===== src/rtl/counter_bank_scheduler.sv =====
`default_nettype none
// ============================================================================
// Module   : counter_bank_scheduler
// Purpose  : NUM_CH up/down counters sharing one incrementer. A round-robin
//            arbiter picks at most one requesting channel per cycle. Each
//            channel has its own signed/unsigned and wrap/saturate setting,
//            and its own sticky overflow flag.
// Revision : 1.0 - initial release
// ============================================================================
module counter_bank_scheduler #(
    parameter int WIDTH  = 8,
    parameter int NUM_CH = 4
) (
    input  logic                       clk,
    input  logic                       reset,
    input  logic [NUM_CH-1:0]          req,
    input  logic [NUM_CH-1:0]          dir,
    input  logic [NUM_CH-1:0]          cfg_signed,
    input  logic [NUM_CH-1:0]          cfg_saturate,
    input  logic [NUM_CH-1:0]          clr,
    input  logic [NUM_CH-1:0]          ovf_clr,
    input  logic [$clog2(NUM_CH)-1:0]  rd_sel,
    output logic [NUM_CH-1:0]          grant,
    output logic [NUM_CH-1:0]          ovf,
    output logic [WIDTH-1:0]           rd_data,
    output logic [2*WIDTH-1:0]         rd_data_ext
);

    localparam int               c_sel_w = $clog2(NUM_CH);
    localparam logic [WIDTH-1:0] c_one   = WIDTH'(1);
    localparam logic [WIDTH-1:0] c_umax  = {WIDTH{1'b1}};
    localparam logic [WIDTH-1:0] c_smax  = {1'b0, {(WIDTH-1){1'b1}}};
    localparam logic [WIDTH-1:0] c_smin  = {1'b1, {(WIDTH-1){1'b0}}};

    logic [WIDTH-1:0]   r_count [NUM_CH];
    logic [NUM_CH-1:0]  r_grant;
    logic [NUM_CH-1:0]  r_ovf;
    logic [c_sel_w-1:0] r_ptr;

    logic [NUM_CH-1:0]  w_elig;
    logic [NUM_CH-1:0]  w_gnt_oh;
    logic               w_any;
    logic [c_sel_w-1:0] w_ptr_nxt;
    logic [WIDTH-1:0]   w_cur;
    logic               w_sgn;
    logic               w_sat;
    logic               w_dn;
    logic               w_at_limit;
    logic [WIDTH-1:0]   w_next;
    logic [NUM_CH-1:0]  w_ovf_set;
    logic [WIDTH-1:0]   w_rd;
    logic               w_rd_sgn;

    // A channel being cleared this cycle never competes for the adder.
    assign w_elig = req & ~clr;

    // Round-robin pick: scan offsets from the pointer, first eligible wins.
    always_comb begin
        w_any     = 1'b0;
        w_gnt_oh  = '0;
        w_ptr_nxt = r_ptr;
        for (int k = 0; k < NUM_CH; k++) begin
            for (int c = 0; c < NUM_CH; c++) begin
                if (!w_any && w_elig[c] && (((int'(r_ptr) + k) % NUM_CH) == c)) begin
                    w_any       = 1'b1;
                    w_gnt_oh[c] = 1'b1;
                    w_ptr_nxt   = (c == NUM_CH - 1) ? '0 : c_sel_w'(c + 1);
                end
            end
        end
    end

    // Shared step datapath: mux in the winner's state and apply +/-1 with limits.
    always_comb begin
        w_cur = '0;
        w_sgn = 1'b0;
        w_sat = 1'b0;
        w_dn  = 1'b0;
        for (int c = 0; c < NUM_CH; c++) begin
            if (w_gnt_oh[c]) begin
                w_cur = r_count[c];
                w_sgn = cfg_signed[c];
                w_sat = cfg_saturate[c];
                w_dn  = dir[c];
            end
        end
        // A step from the limit in the stepping direction is an overflow;
        // saturating simply means the count does not move.
        if (w_dn) begin
            w_at_limit = w_sgn ? (w_cur == c_smin) : (w_cur == '0);
        end else begin
            w_at_limit = w_sgn ? (w_cur == c_smax) : (w_cur == c_umax);
        end
        if (w_at_limit && w_sat) begin
            w_next = w_cur;
        end else begin
            w_next = w_dn ? (w_cur - c_one) : (w_cur + c_one);
        end
        w_ovf_set = w_gnt_oh & {NUM_CH{w_at_limit}};
    end

    // State update: counts, registered grant, sticky overflow (set beats clear), pointer.
    always_ff @(posedge clk) begin
        if (reset) begin
            for (int c = 0; c < NUM_CH; c++) begin
                r_count[c] <= '0;
            end
            r_grant <= '0;
            r_ovf   <= '0;
            r_ptr   <= '0;
        end else begin
            for (int c = 0; c < NUM_CH; c++) begin
                if (clr[c]) begin
                    r_count[c] <= '0;
                end else if (w_gnt_oh[c]) begin
                    r_count[c] <= w_next;
                end
            end
            r_grant <= w_gnt_oh;
            r_ovf   <= (r_ovf & ~ovf_clr) | w_ovf_set;
            if (w_any) begin
                r_ptr <= w_ptr_nxt;
            end
        end
    end

    // Readback mux; a select past the last channel matches nothing and reads 0.
    always_comb begin
        w_rd     = '0;
        w_rd_sgn = 1'b0;
        for (int c = 0; c < NUM_CH; c++) begin
            if (rd_sel == c_sel_w'(c)) begin
                w_rd     = r_count[c];
                w_rd_sgn = cfg_signed[c];
            end
        end
    end

    assign grant       = r_grant;
    assign ovf         = r_ovf;
    assign rd_data     = w_rd;
    assign rd_data_ext = w_rd_sgn ? {{WIDTH{w_rd[WIDTH-1]}}, w_rd} : {{WIDTH{1'b0}}, w_rd};

endmodule
`default_nettype wire


===== config.mk =====
export PLATFORM = sky130hd
export DESIGN_NAME = counter_bank_scheduler
export DESIGN_NICKNAME = d
export VERILOG_FILES = /design/src/rtl/counter_bank_scheduler.sv
export SDC_FILE = /design/constraint.sdc
export NUM_CORES = 1
export LEC_CHECK = 0
export BUFFER_PORTS_ARGS = -buffer_cell sky130_fd_sc_hd__buf_2
export CAP_MARGIN = 20
export CELL_PAD_IN_SITES_DETAIL_PLACEMENT = 1
export CELL_PAD_IN_SITES_GLOBAL_PLACEMENT = 2
export CORE_MARGIN = 5
export CORE_UTILIZATION = 30
export CTS_CLUSTER_DIAMETER = 50
export CTS_CLUSTER_SIZE = 20
export DETAILED_ROUTE_END_ITERATION = 6
export PLACE_DENSITY = 0.74
export SLEW_MARGIN = 25
export SYNTH_ARGS = -nofsm -noshare
export SYNTH_HDL_FRONTEND = slang
export SYNTH_SLANG_ARGS = --single-unit
export TNS_END_PERCENT = 10

===== constraint.sdc =====
create_clock -name clk -period 4.8 [get_ports clk]
set_clock_uncertainty 0.05 [all_clocks]
set_input_delay 0.48 -clock clk [delete_from_list [all_inputs] [get_ports clk]]
set_output_delay 0.48 -clock clk [all_outputs]
set_load 0.01 [all_outputs]

Word level (Yosys, flattened, before mapping)
Memory sizes are Yosys's and may differ from the RTL's.
Index checks and enable logic that the tools add are counted.
{"block": "op_classes", "addsub": 5, "n_eq_ne": 18, "muxes": 115, "bitwise_logic": 17, "n_reduce_logical": 58}
{"op": "$mux 8", "n": 18}
{"op": "$logic_not 32->1", "n": 4}
{"op": "$mux 1", "n": 80}
{"op": "$logic_and 1x1->1", "n": 32}
{"op": "$mux 2", "n": 16}
{"op": "$eq 3x3->1 const B", "n": 6}
{"op": "$eq 8x8->1 const B", "n": 2}
{"op": "$mux 16", "n": 1}
{"op": "$reduce_bool 16->1", "n": 1}
{"op": "$logic_not 1->1", "n": 15}
{"op": "$and 4x4->4", "n": 3}
{"op": "$eq 3x2->1 const B", "n": 3}
{"op": "$add 8x1->8 const B", "n": 1}
{"op": "$eq 2x2->1 const B", "n": 4}
{"op": "$eq 8x7->1 const B", "n": 1}
{"op": "$logic_not 8->1", "n": 1}
{"op": "$not 4->4", "n": 2}
{"op": "$or 1x1->1", "n": 8}
{"op": "$sub 8x1->8 const B", "n": 1}
{"op": "$reduce_or 2->1", "n": 3}
{"op": "$add 2x2->2 const B", "n": 2}
{"op": "$eq 2x1->1 const B", "n": 2}
{"op": "$or 4x4->4", "n": 1}
{"op": "$and 1x1->1 const A", "n": 3}
{"op": "other kinds (3)", "n": 3}
{"block": "word_totals", "regBits": 10, "ram_bits": 32, "input_bits": 28, "output_inout_bits": 32, "word_cells": 217, "mem_count": 1}
{"memory": "r_count", "depth": 4, "word_bits": 8, "read_ports": 4, "rd_ports_with_merged_regs": 0, "wr": 4, "line_no": "35", "source": "logic [WIDTH-1:0] r_count [NUM_CH];"}

Longest topological paths before layout
{"block": "depth", "word_depth": 71, "depth_mapped": 16, "depth_no_buf": 13}

Worst setup path before layout
Ideal clock, no wire load.
{"block": "synth_path", "path_kind": "input to register", "from": "input clr[2]", "to": "memory r_count[0][4], data pin", "setup_time_ps": 146, "arrival_ps": 3832, "t_required_ps": 4604, "slack_ps": 772, "path_stages": 14, "path_buffers": 1, "path_cell_list": "nand2b_1 nor4b_1 o21ai_1 nor4b_1 or2_2 inv_1 clkbuf_1 xnor2_1 ha_1 and3b_1 o21a_1 o21ai_0 or4b_2 a21oi_1"}
{"item": "start, declared", "line_no": "20", "source": "input logic [NUM_CH-1:0] clr,"}
{"item": "end, declared", "line_no": "35"}

==> results.yml <==
power:
  seq_power_share_pct: 41.3
  peakVddDrop_mv: 0.104
  switchingPower_mw: 0.362
  pwr-share-clk_pct: 26.4
  p_comb_share_pct: 32.3
  leakagePower_nw: 1.38
  p_int_mw: 0.714
  switching_share_pct: 33.6
  p_per_area_nw_per_um2: 309
floorplan:
  num_rows: 36
  ios: 60
  dieArea_sq_um: 12100
  die_h_microns: 110
  fp.dieW_microns: 110
  start_util_pct: 30.8
  fp.coreArea_sq_um: 9770
placement:
  pre_cts_slack_ns: 0.445
  dpl.hpwl_microns: 7710
  io_buffers: 59
  gp_routability_congestion: 0.894
drt:
  via_count: 2746
  drtAntennaViolNets: 0
  drt-pass1-iter-count: 4
  drt_iter0_drc: 172
  routed_via_density: 5.54
  avgRoutedWirePerCell_microns: 21.0
  drcViolationCount: 0
  wirelength_microns: 10400
logic_synthesis:
  synth_cell_types: 66
  ys.flop_type: "edfxtp_1"
  synthTopCellsByArea: "edfxtp_1 (32%), mux4_2 (6.7%), dfxtp_1 (6.7%), nand2_1 (4.0%), buf_4 (3.7%)"
  syn_inst: 317
  synth-seq-cells: 42
  synth_top_area_cell: "edfxtp_1"
  syn_nets: 348
  seq_area_frac_synth_pct: 38.6
  synthArstFlopShare_pct: 0
  ys_warn_count: 0
  yosys.area.top_type_share_pct: 31.9
  synth-edff-count: 32
  synth_area_per_cell_sq_um: 9.50
  synth.cell_area_sq_um: 3010
worst_hold_path:
  hp-class: "in2reg"
cells_and_area:
  fillerInstances: 1179
  final_nets: 393
  seq_area_sq_um: 1160
  insertedDiodeCount: 0
  multi_input_area_sq_um: 1630
  drive_above_1_share_pct: 27.0
  areaGrowthSynthToFinish_pct: 15.5
timing:
  finalHoldViolCount: 0
  worst_slew_pin_slew_ns: 0.793
  setup_tns_ns: 0
  setup_ws_ns: 0.559
  fin_crit_sh_pct: 88.4
  final-max-slew-violation-count: 0
  rsz0062_at_grt: "no"
  setup_viol: 0
  slew_headroom_pct: 45.8
  min_period_ns: 4.24
  clock.fmax_ghz: 0.236
setup_path:
  crit_buf_inv: 1
  path_max_fanout: 12
  criticalPathCategory: "reg2reg"
  arrival_ns: 4.32
  cp-end-kind: "flop"
  cp-start-kind: "flop"
  critical-path-top-delay-family: "simple AND/OR/NAND/NOR gates"
  cpMostUsedCell: "and2_1"
  required_ns: 4.88
  max_stage_delay_ns: 0.71
  critPathSlowestCell: "a2111oi_1"
  cp_cell_sequence: "nor3b_1, nor4b_1, buf_4, and2_1, a2111oi_1, and2_1, xnor2_1, ha_1, and3b_1, o21a_1, o21ai_0, or4b_2, a21oi_1"
  r2r_slack_ns: 0.56
clock_network:
  cts_tree: "done"
  clock_sinks: 42
  cts_resized: 0
  post_cts_buffers: 0
  clockBufferDepth: 2
  htree_levels: 2
  postCtsHoldBufs: 0
  cts_buffers: 5
  clkLatencyLatePin_ns: 0.29
  cts-root-buf: "clkbuf_8"
  clk_pin_slew_ns: 0.08
run:
  drv_cap: 0
global_routing:
  grt_usage_pct: 17.2
  grt_max_degree: 16
  grt_pass1_wl_microns: 15700
  grt_pass1_vias: 2822
  antenna_found_initial: 0
  grt_overflow: 0
status:
  outcome: "completed"
==> worst min-delay path, cell delays in order <==
cell and delay [ns]:
buf_2 0.07, nand2b_1 0.09, a21oi_1 0.06
==> metrics by stage <==
stage | cells | hold WS (ns) | power, mW | instance area (sq um) | utilization (%)
detailed placement | 488 | 0.415 | 0.798 | 3370 | 34.5
global route | 496 | 0.399 | 1.13 | 3480 | 35.6
global placement | 488 | 0.413 | 0.790 | 3370 | 34.5
floorplan | 317 | 0.443 | 0.692 | 3010 | -
CTS | 496 | 0.387 | 1.08 | 3480 | 35.6
finish | 496 | 0.392 | 1.08 | 3480 | 35.6
==> logic make-up after synthesis <==
kind of cell / after synthesis / share of synthesized area [%]
flip-flops: 42 / 38.6
multiplexers: 14 / 8.40
XOR/XNOR: 4 / 1.16
AO/OA/AOI/OAI: 76 / 18.8
AND/OR/NAND/NOR: 137 / 24.4
adder cells (fa/ha/maj): 3 / 1.25
buffers and inverters: 41 / 7.40
==> final timing paths <==
check                   startpoint                           to  cells after the start
max          r_ptr[1]$_SDFFE_PP0P_  r_count[3][4]$_SDFFCE_PN0P_                     13
min                     ovf_clr[3]            ovf[3]$_SDFF_PP0_                      3
max reg2reg  r_ptr[1]$_SDFFE_PP0P_  r_count[3][4]$_SDFFCE_PN0P_                     13
min reg2reg      ovf[3]$_SDFF_PP0_            ovf[3]$_SDFF_PP0_                      2
==> cells in the mapped netlist, drive strengths merged (5+ instances only) <==
cell type and n:
a21oi 14, buf 22, nor3 14, nand2 33, mux2i 5, nor2b 5, nor2 25, o21ai 10
or3 9, nor4 9, a211oi 8, clkbuf 9, dfxtp 10, mux4 9, nand2b 12, inv 10
nand3 5, edfxtp 32, a222oi 5, and2 6
==> layer usage <==
metal	part of all wire [%]	GRT usage, %
met1	46	23.0
met2	50	30.2
met3	4.3	2.33
met4	0.46	2.37
met5	0	0
==> power groups by stage <==
stage               logic, mW  clock network (mW)  registers, mW
floorplan               0.249                   0          0.444
global placement        0.339                   0          0.450
detailed placement      0.345                   0          0.453
CTS                     0.347               0.290          0.444
global route            0.377               0.308          0.448
finish                  0.347               0.284          0.445
==> state kept, by name (all words and copies together) (netlist names) <==
register and flops:
grant 4, r_ptr 2, r_count 32, ovf 4
==> cell usage in the layout (no fill, tap or decap), drive strengths merged, types with 4 or more instances in the layout <==
master / netlist / layout
nand2: 33 / 33
nor2b: 5 / 5
dfxtp: 10 / 10
nand3: 5 / 5
inv: 10 / 11
nand2b: 12 / 12
a21oi: 14 / 14
a31oi: 4 / 4
buf: 22 / 69
a222oi: 5 / 5
o21ai: 10 / 10
or3: 9 / 9
mux4: 9 / 9
nor3: 14 / 14
o31ai: 4 / 4
a211oi: 8 / 8
mux2i: 5 / 5
and2: 6 / 6
edfxtp: 32 / 32
nor4: 9 / 9
a21boi: 4 / 4
clkbuf: 9 / 6
nor2: 25 / 25
==> area by class of cell <==
class	count	area share (%)
multi-input combinational	234	47.0
sequential	42	33.4
clock inverter	2	1.04
inverter	10	1.08
tap	133	4.78
clock buffer	6	2.09
timing repair buffer	69	10.6
Power figures use the tool's default switching activity.
